**src/rtl/snn_pkg.sv**
```systemverilog
// snn_pkg: shared widths and helpers for the spike-network datapath blocks.
package snn_pkg;
  localparam int SPIKE_RASTER_ENTRY_W = 32;
  function automatic int ts_field_w(input int num_outputs);
    return SPIKE_RASTER_ENTRY_W - num_outputs;
  endfunction
endpackage

```
**src/rtl/sync_fifo_core.sv**
```systemverilog
// sync_fifo_core: first-word-fall-through FIFO with registered count/empty/full.
module sync_fifo_core #(
  parameter int W          = 32,
  parameter int DEPTH_LOG2 = 6
) (
  input  logic                  clk_i,
  input  logic                  rst_ni,
  input  logic                  clr_i,
  input  logic                  push_i,
  input  logic                  pop_i,
  input  logic [W-1:0]          wdata_i,
  output logic                  push_ok_o,
  output logic [W-1:0]          rdata_o,
  output logic                  empty_o,
  output logic                  full_o,
  output logic [DEPTH_LOG2:0]   count_o
);
  localparam int CW = DEPTH_LOG2 + 1;
  localparam logic [CW-1:0] DEPTH = CW'(1 << DEPTH_LOG2);
  logic [W-1:0] mem [2**DEPTH_LOG2];
  logic [DEPTH_LOG2-1:0] wr_ptr_q, wr_ptr_d, rd_ptr_q, rd_ptr_d;
  logic [CW-1:0] count_q, count_d;
  logic empty_q, full_q, pop_ok;
  always_comb begin
    pop_ok    = pop_i && !empty_q;
    push_ok_o = push_i && (!full_q || pop_ok);
    wr_ptr_d  = clr_i ? '0 : wr_ptr_q + DEPTH_LOG2'(push_ok_o);
    rd_ptr_d  = clr_i ? '0 : rd_ptr_q + DEPTH_LOG2'(pop_ok);
    count_d   = clr_i ? '0 : count_q + CW'(push_ok_o) - CW'(pop_ok);
  end
  always_ff @(posedge clk_i or negedge rst_ni) begin
    if (!rst_ni) begin
      wr_ptr_q <= '0;
      rd_ptr_q <= '0;
      count_q  <= '0;
      empty_q  <= 1'b1;
      full_q   <= 1'b0;
    end else begin
      wr_ptr_q <= wr_ptr_d;
      rd_ptr_q <= rd_ptr_d;
      count_q  <= count_d;
      empty_q  <= count_d == '0;
      full_q   <= count_d == DEPTH;
    end
  end
  // storage is deliberately left unreset
  always_ff @(posedge clk_i) begin
    if (push_ok_o && !clr_i) mem[wr_ptr_q] <= wdata_i;
  end
  assign rdata_o = empty_q ? '0 : mem[rd_ptr_q];
  assign empty_o = empty_q;
  assign full_o  = full_q;
  assign count_o = count_q;
endmodule

```
**src/rtl/spike_raster_fifo.sv**
```systemverilog
// spike_raster_fifo: logs {timestep, spike vector} for every timestep with output spikes.
module spike_raster_fifo
  import snn_pkg::*;
#(
  parameter int NUM_OUTPUTS   = 1,
  parameter int DEPTH_LOG2    = 6,
  parameter int DROP_CNT_BITS = 16
) (
  input  logic                     S_AXI_ACLK,
  input  logic                     S_AXI_ARESETN,
  input  logic                     clr,
  input  logic                     spike_valid,
  input  logic [31:0]              timestep,
  input  logic [NUM_OUTPUTS-1:0]   spike_in,
  input  logic                     rd_en,
  output logic [31:0]              rd_data,
  output logic                     empty,
  output logic                     full,
  output logic [DEPTH_LOG2:0]      count,
  output logic                     overflow,
  output logic [DROP_CNT_BITS-1:0] dropped_count
);
  localparam int TSW = ts_field_w(NUM_OUTPUTS);
  typedef struct packed {
    logic [TSW-1:0]         ts;
    logic [NUM_OUTPUTS-1:0] spikes;
  } entry_t;
  entry_t entry;
  logic push_req, push_ok, drop, unused_ts;
  logic overflow_q, overflow_d;
  logic [DROP_CNT_BITS-1:0] dropped_q, dropped_d;
  assign unused_ts = ^timestep[31:TSW];
  always_comb begin
    entry.ts     = timestep[TSW-1:0];
    entry.spikes = spike_in;
    push_req     = spike_valid && |spike_in;
    drop         = push_req && !push_ok && !clr;
    overflow_d   = clr ? 1'b0 : overflow_q | drop;
    dropped_d    = clr ? '0 : (drop && !(&dropped_q)) ? dropped_q + 1'b1 : dropped_q;
  end
  always_ff @(posedge S_AXI_ACLK or negedge S_AXI_ARESETN) begin
    if (!S_AXI_ARESETN) begin
      overflow_q <= 1'b0;
      dropped_q  <= '0;
    end else begin
      overflow_q <= overflow_d;
      dropped_q  <= dropped_d;
    end
  end
  sync_fifo_core #(.W(SPIKE_RASTER_ENTRY_W), .DEPTH_LOG2(DEPTH_LOG2)) u_core (
    .clk_i     (S_AXI_ACLK),
    .rst_ni    (S_AXI_ARESETN),
    .clr_i     (clr),
    .push_i    (push_req),
    .pop_i     (rd_en),
    .wdata_i   (entry),
    .push_ok_o (push_ok),
    .rdata_o   (rd_data),
    .empty_o   (empty),
    .full_o    (full),
    .count_o   (count)
  );
  assign overflow      = overflow_q;
  assign dropped_count = dropped_q;
endmodule

```
**config.mk**
```make
export PLATFORM = sky130hd
export DESIGN_NAME = spike_raster_fifo
export DESIGN_NICKNAME = d
export VERILOG_FILES = /design/src/rtl/snn_pkg.sv /design/src/rtl/sync_fifo_core.sv /design/src/rtl/spike_raster_fifo.sv
export SDC_FILE = /design/constraint.sdc
export NUM_CORES = 2
export LEC_CHECK = 0
export CORE_MARGIN = 3
export CORE_UTILIZATION = 35
export CTS_CLUSTER_DIAMETER = 100
export DETAILED_ROUTE_END_ITERATION = 7
export DONT_BUFFER_PORTS = 1
export PLACE_DENSITY = 0.56
export SYNTH_ARGS = -nofsm -noshare
export SYNTH_HDL_FRONTEND = slang
export SYNTH_HIERARCHICAL = 1
export SYNTH_SLANG_ARGS = --single-unit
```
**constraint.sdc**
```tcl
create_clock -name S_AXI_ACLK -period 4.1 [get_ports S_AXI_ACLK]
set_clock_uncertainty 0.1 [all_clocks]
set_input_delay 0.615 -clock S_AXI_ACLK [delete_from_list [all_inputs] [get_ports S_AXI_ACLK]]
set_output_delay 0.615 -clock S_AXI_ACLK [all_outputs]
set_load 0.005 [all_outputs]
```
## Word-level counts from Yosys, hierarchy flattened

Memories as Yosys holds them, arrays and structs flattened.
Index checks and enable logic that the tools add are counted.

| word-level totals | value |
|---|---|
| bits in registers | 38 |
| output and inout port bits | 58 |
| memory bits (writable) | 2,048 |
| logic and storage cells | 40 |
| input port bits | 38 |
| memories kept | 1 |

| operators by class | value |
|---|---|
| bitwise gates (word level) | 1 |
| muxes and demuxes | 9 |
| equality and inequality tests | 1 |
| $add $sub $neg | 5 |
| reductions and logical operators | 16 |

Memories:

| name | depth | bits a word | rd ports | clocked after Yosys merged registers in | write ports | line | RTL |
|---|---|---|---|---|---|---|---|
| u_core.mem | 64 | 32 | 1 | 0 | 1 | sync_fifo_core.sv:20 | `logic [W-1:0] mem [2**DEPTH_LOG2];` |

Operators by type and width:

| cell | count |
|---|---|
| two-way mux 16 bit | 2 |
| two-way mux 32 bit | 1 |
| adder 16 x 1 -> 16 bit, second input constant | 1 |
| AND reduction 16 bit | 1 |
| adder 6 x 1 -> 6 bit | 2 |
| two-way mux 6 bit | 2 |
| adder 7 x 1 -> 7 bit | 1 |
| == test 7 bit, second input constant | 1 |
| logical AND 1 bit | 7 |
| zero test 7 bit | 1 |
| two-way mux 7 bit | 1 |
| subtractor 7 x 1 -> 7 bit | 1 |
| zero test 1 bit | 5 |
| two-way mux 1 bit | 3 |
| nonzero test 2 bit | 1 |
| logical OR 1 bit | 1 |
| OR 1 bit | 1 |

## Logic depth before layout (Yosys ltp)

| logic depth | value |
|---|---|
| depth after elaboration | 10 |
| depth in mapped cells | 11 |
| mapped depth without buffers | 11 |

## By module

The synthesis kept the hierarchy.

By module, submodules not included:

| module | area an instance (µm²) | cells each | seq. area each (µm²) | instances |
|---|---|---|---|---|
| sync_fifo_core | 79,328.6 | 3,325 | 62,025.7 | 1 |
| spike_raster_fifo | 998.5 | 108 | 425.4 | 1 |

## Least setup slack after synthesis

No wires, ideal clock.

| timing | value |
|---|---|
| path kind | input port to flip-flop |
| from | input port rd_en |
| to | memory u_core.mem[63][0] (enable) |
| cell stages on the path | 5 |
| path slack | 537 ps |
| arrival | 3,042 ps |
| buffers on the path | 0 |
| data required time | 3,579 ps |
| setup time | 421 ps |
| cells stage by stage | nor2b_1 o21ai_0 nor3b_1 nand3_1 nor2_1 |

| between the ends | value |
|---|---|
| longest elaborated chain between the ends | 6 |

RTL lines:

| what | line | RTL |
|---|---|---|
| from (decl) | spike_raster_fifo.sv:15 | `input logic rd_en,` |
| logical AND 1 bit | sync_fifo_core.sv:25 | `pop_ok = pop_i && !empty_q;` |
| logical OR 1 bit | sync_fifo_core.sv:26 | `push_ok_o = push_i && (!full_q \|\| pop_ok);` |
| logical AND 1 bit | sync_fifo_core.sv:26 |  |
| logical AND 1 bit | sync_fifo_core.sv:48 | `if (push_ok_o && !clr_i) mem[wr_ptr_q] <= wdata_i;` |
| two-way mux 1 bit | sync_fifo_core.sv:48 |  |
| two-way mux 1 bit (implied by the code) | sync_fifo_core.sv:48 |  |
| to (decl) | sync_fifo_core.sv:20 |  |

No other way between the ends.

## Worst setup path after layout

| timing | value |
|---|---|
| from | register u_core.rd_ptr_q[0] |
| to | output port rd_data[10] |

| between the ends | value |
|---|---|
| longest elaborated chain between the ends | 2 |

RTL lines:

| what | line | RTL |
|---|---|---|
| from (decl) | sync_fifo_core.sv:21 | `logic [DEPTH_LOG2-1:0] wr_ptr_q, wr_ptr_d, rd_ptr_q, rd_ptr_d;` |
| from (signal assigned) | sync_fifo_core.sv:40 | `rd_ptr_q <= rd_ptr_d;` |
| memory read (64 x 32 bit) | n/a |  |
| two-way mux 32 bit | sync_fifo_core.sv:50 | `assign rdata_o = empty_q ? '0 : mem[rd_ptr_q];` |
| to (decl) | spike_raster_fifo.sv:16 | `output logic [31:0] rd_data,` |

No other way between the ends.

==> impl_summary.txt <==
----------------------------------------------------
[Routing]
  Wire length per cell after detailed routing ... 31.1 µm
  Via count ... 38800
  Vias per std cell ... 5.47
  Detailed router's first-iteration violation count ... 4443
  Total Routed Length ... 220 mm
  1st-pass router iterations ... 5
  Post-detailed-route DRC marker count ... 0
  Post-detailed-route count of antenna-violating nets ... 0

[Setup path]
  Critical Setup Path Class ... flop to primary output
  Crit. Startpoint ... u_core/rd_ptr_q[0]
  Data required time at the worst endpoint ... 3.38 ns
  Critical path capture point ... rd_data[10]
  Endpoint of the most critical register-to-register path ... u_core/full_o
  Startpoint type of the worst setup path ... flop
  Kind of end point of the critical path ... primary output
  Register-to-register path setup slack ... 0.73 ns
  Crit Path Max Fanout ... 11
  Number of cells on the worst reg-to-reg path ... 12
  Crit path arrival time ... about 3.5 ns
  Beginning of the worst register-to-register path ... u_core/empty_o

[Placed design]
  Final HPWL DP ... about 120 mm
  Final weighted congestion in routability-driven placement ... slightly below 0.8
  Count of buffers inserted at the top-level ports ... 0
  Post-placement setup slack ... 0.296 ns
  # placed instances ... 6524

[Floorplanning]
  Y dimension of the die ... around 490 µm
  Die footprint ... 235000 µm²
  Number of cell rows ... 175
  Count of pins on the block boundary ... 96
  Starting Density ... 0.353
  Core footprint ... 228000 µm²
  Width of the die ... 485 µm

[Synthesis]
  Top_reg_cell synth ... edfxtp_1
  Flip-flop and latch count after synthesis ... ~2100
  Synth async-reset ratio ... 0.0182
  Area leader, netlist ... edfxtp_1
  Number of library cell types mapped by synthesis ... 63
  Post-Syn Area ... ~80000 µm²
  Share of Yosys cell area claimed by the top area cell type ... 0.766
  Number of enable flip-flop cells after synthesis ... just over 2000
  Top area cells in the synthesized netlist ... edfxtp_1 (77%), mux4_2 (16%), mux2i_1 (1.2%)
  Syn Area/Cell ... about 23 µm²
  Yosys Warn Count ... 6
  Sequential area share after synthesis ... 0.777
  Post-synthesis instance total ... approximately 3400
  Synth Net Count ... 3483
  Most frequently used cell type in the post-synthesis netlist ... edfxtp_1
  Most frequent cells after synthesis ... edfxtp_1 (2048), mux4_2 (570), mux2i_1 (98)

[STA]
  Setup ws final ... -0.148 ns
  Final Hold Slack ... a little under 0.06 ns
  Setup TNS ... -1.27 ns
  Final-report max-slew violation count ... 0
  Relative slew slack ... 0.411
  Count of final setup violators ... 18
  Minimum clock period ... 4.25 ns
  Number of hold-slack violations in the final timing report ... 0
  Part of the cycle the worst path needs ... 1.04
  Setup repair after global routing missed its margin ... yes
  Worst-margin pin slew ... 0.881 ns
  Maximum clock rate ... 235 MHz

[Global route]
  Wire length of the first global-routing pass ... about 310 mm
  Maximum number of pins on one net before global-route repair ... 65
  Met2 Resource Use GR ... 0.302
  Global routing met1 resource utilization ... 0.262
  Number of antenna violations at the first check in global routing ... 10
  GRT overflow ... 0
  Via count of the first global-routing pass ... about 40000
  Busiest layer in global routing ... met2
  Met3 track demand over resource in global routing ... 0.0335
  Total Routing Usage GR ... 0.186

[Pwr]
  Static leakage ... roughly 30 nW
  Power per unit of standard cell area ... 499 nW/µm²
  Worst ir drop on vdd ... approximately 390 µV
  Power after layout ... 0.0482 W

[Flow run]
  Reported max-cap violation count ... 0

[Finish]
  Area Overhead vs Synth ... 20.4%
  Number of nets in the layout ... 3947
  Count of placed standard cells in the final layout, fillers left out ... 7089
  Share of final-layout standard cells stronger than drive strength 1 ... 0.364
  FILL cells ... 19400

[Clock tree]
  Number of H-tree levels ... 4
  Clock insertion delay at the later pin of the skew report ... 0.84 ns
  Clk root buf ... clkbuf_16
  Max clock buf depth ... 3
  Clock tree from TritonCTS ... built
  Clk pin slew, worst setup/hold paths ... 0.06 ns
  CTS sink cnt ... 2086
  CTS Buf Count ... 211

[Run status]
  Failing checks ... negative setup slack
  Status ... finished with violations

[Hold path]
  Class of the tightest hold or removal check ... input pin to flop

----------------------------------------------------
cells by family (layout without fill, tap and decap cells):
| group | after synthesis | count (layout) | share of synthesized area |
|---|---|---|---|
| AND/OR/NAND/NOR | 273 | 273 | 0.0169 |
| AO/OA/AOI/OAI | 177 | 177 | 0.0147 |
| XOR/XNOR | 12 | 12 | 0.00131 |
| flip-flops | 2086 | 2086 | 0.777 |
| other | 0 | 4 | 0 |
| adder cells (fa/ha/maj) | 12 | 12 | 0.00196 |
| multiplexers | 679 | 679 | 0.175 |
| buffers and inverters | 194 | 837 | 0.0132 |
layout by cell type, fill, tap and decap left out, drive strengths merged, types with 6 or more instances in the layout:
cell and instances:
a211oi 7, a21oi 39, a22oi 65, buf 403, bufinv 14, clkbuf 267
clkinv 101, clkinvlp 6, dfrtp 37, dlygate4sd3 19, edfxtp 2048, ha 11
inv 22, mux2 6, mux2i 98, mux4 575, nand2 47, nand3 37
nand4 13, nor2 94, nor2b 19, nor3 12, o211ai 6, o21ai 27
o221ai 7, o22ai 8, or3 14, xnor2 7
area by class of cell:
cell class              instances  area [µm²]  share of cell area
flip-flops and latches       2086       62500               0.646
multi-input cells            1153       18000               0.186
repair buffers                431        5870              0.0607
clock buffers                 263        5530              0.0572
well taps                    3009        3760              0.0389
clock inverters               129        1040              0.0108
inverters                      14        56.3            0.000582
diodes                          4        10.0            0.000104
state kept, by name, indices dropped and copies added, names as in the netlist:
signal and count:
u_core/count_o 7, u_core/rd_ptr_q 6, dropped_count 16, u_core/wr_ptr_q 6, u_core/empty_o 1, u_core/full_o 1, u_core/mem 2048, overflow 1
where the power goes:
group	internal, W	switching [W]
logic	0.00324	0.00293
clock network	0.0104	0.00805
registers	0.0235	0.0000889
through the flow:
stage	util	cell area (µm²)
final	0.425	96700
after floorplan	-	80300
after global routing	0.425	96700
after detailed placement	0.379	86300
after global placement	0.379	86300
after CTS	0.422	96100
worst max-delay path, stage by stage, from the launching register on:
cell and delay (ns):
dfrtp_4 0.48, buf_16 0.20, buf_6 0.14, buf_16 0.14, mux4_2 0.50, mux4_2 0.52, a22o_4 0.26, a221o_2 0.40
worst min path at each step:
stage / endpoint / startpoint / slack, ns / depth (start not counted)
floorplan: dropped_count[0] / S_AXI_ARESETN / 0.22 / 0
global placement: overflow / S_AXI_ARESETN / 0.22 / 0
detailed placement: overflow / S_AXI_ARESETN / 0.22 / 0
CTS: u_core/mem[55][0] / spike_in / 0.0006 / 1
global route: u_core/mem[0][9] / timestep[8] / 0.03 / 1
finish: u_core/mem[0][9] / timestep[8] / 0.06 / 1
metal layers:
layer	share of wire	vias up
met1	0.42	21300
li1	-	15700
met3	0.070	292
met4	0.022	2
met5	0.000041	-
met2	0.49	1449
repair_timing:
action / in CTS / in global routing
pin swaps: 28 / 30
hold buffers: 53 / 0
gates cloned: 22 / 4
gates resized for setup: 178 / 87
endpoints found under the setup margin: 32 / 32
setup buffers: 71 / 26
hold endpoints to repair: 2124 / 0
(Power assumes the default switching activity.)
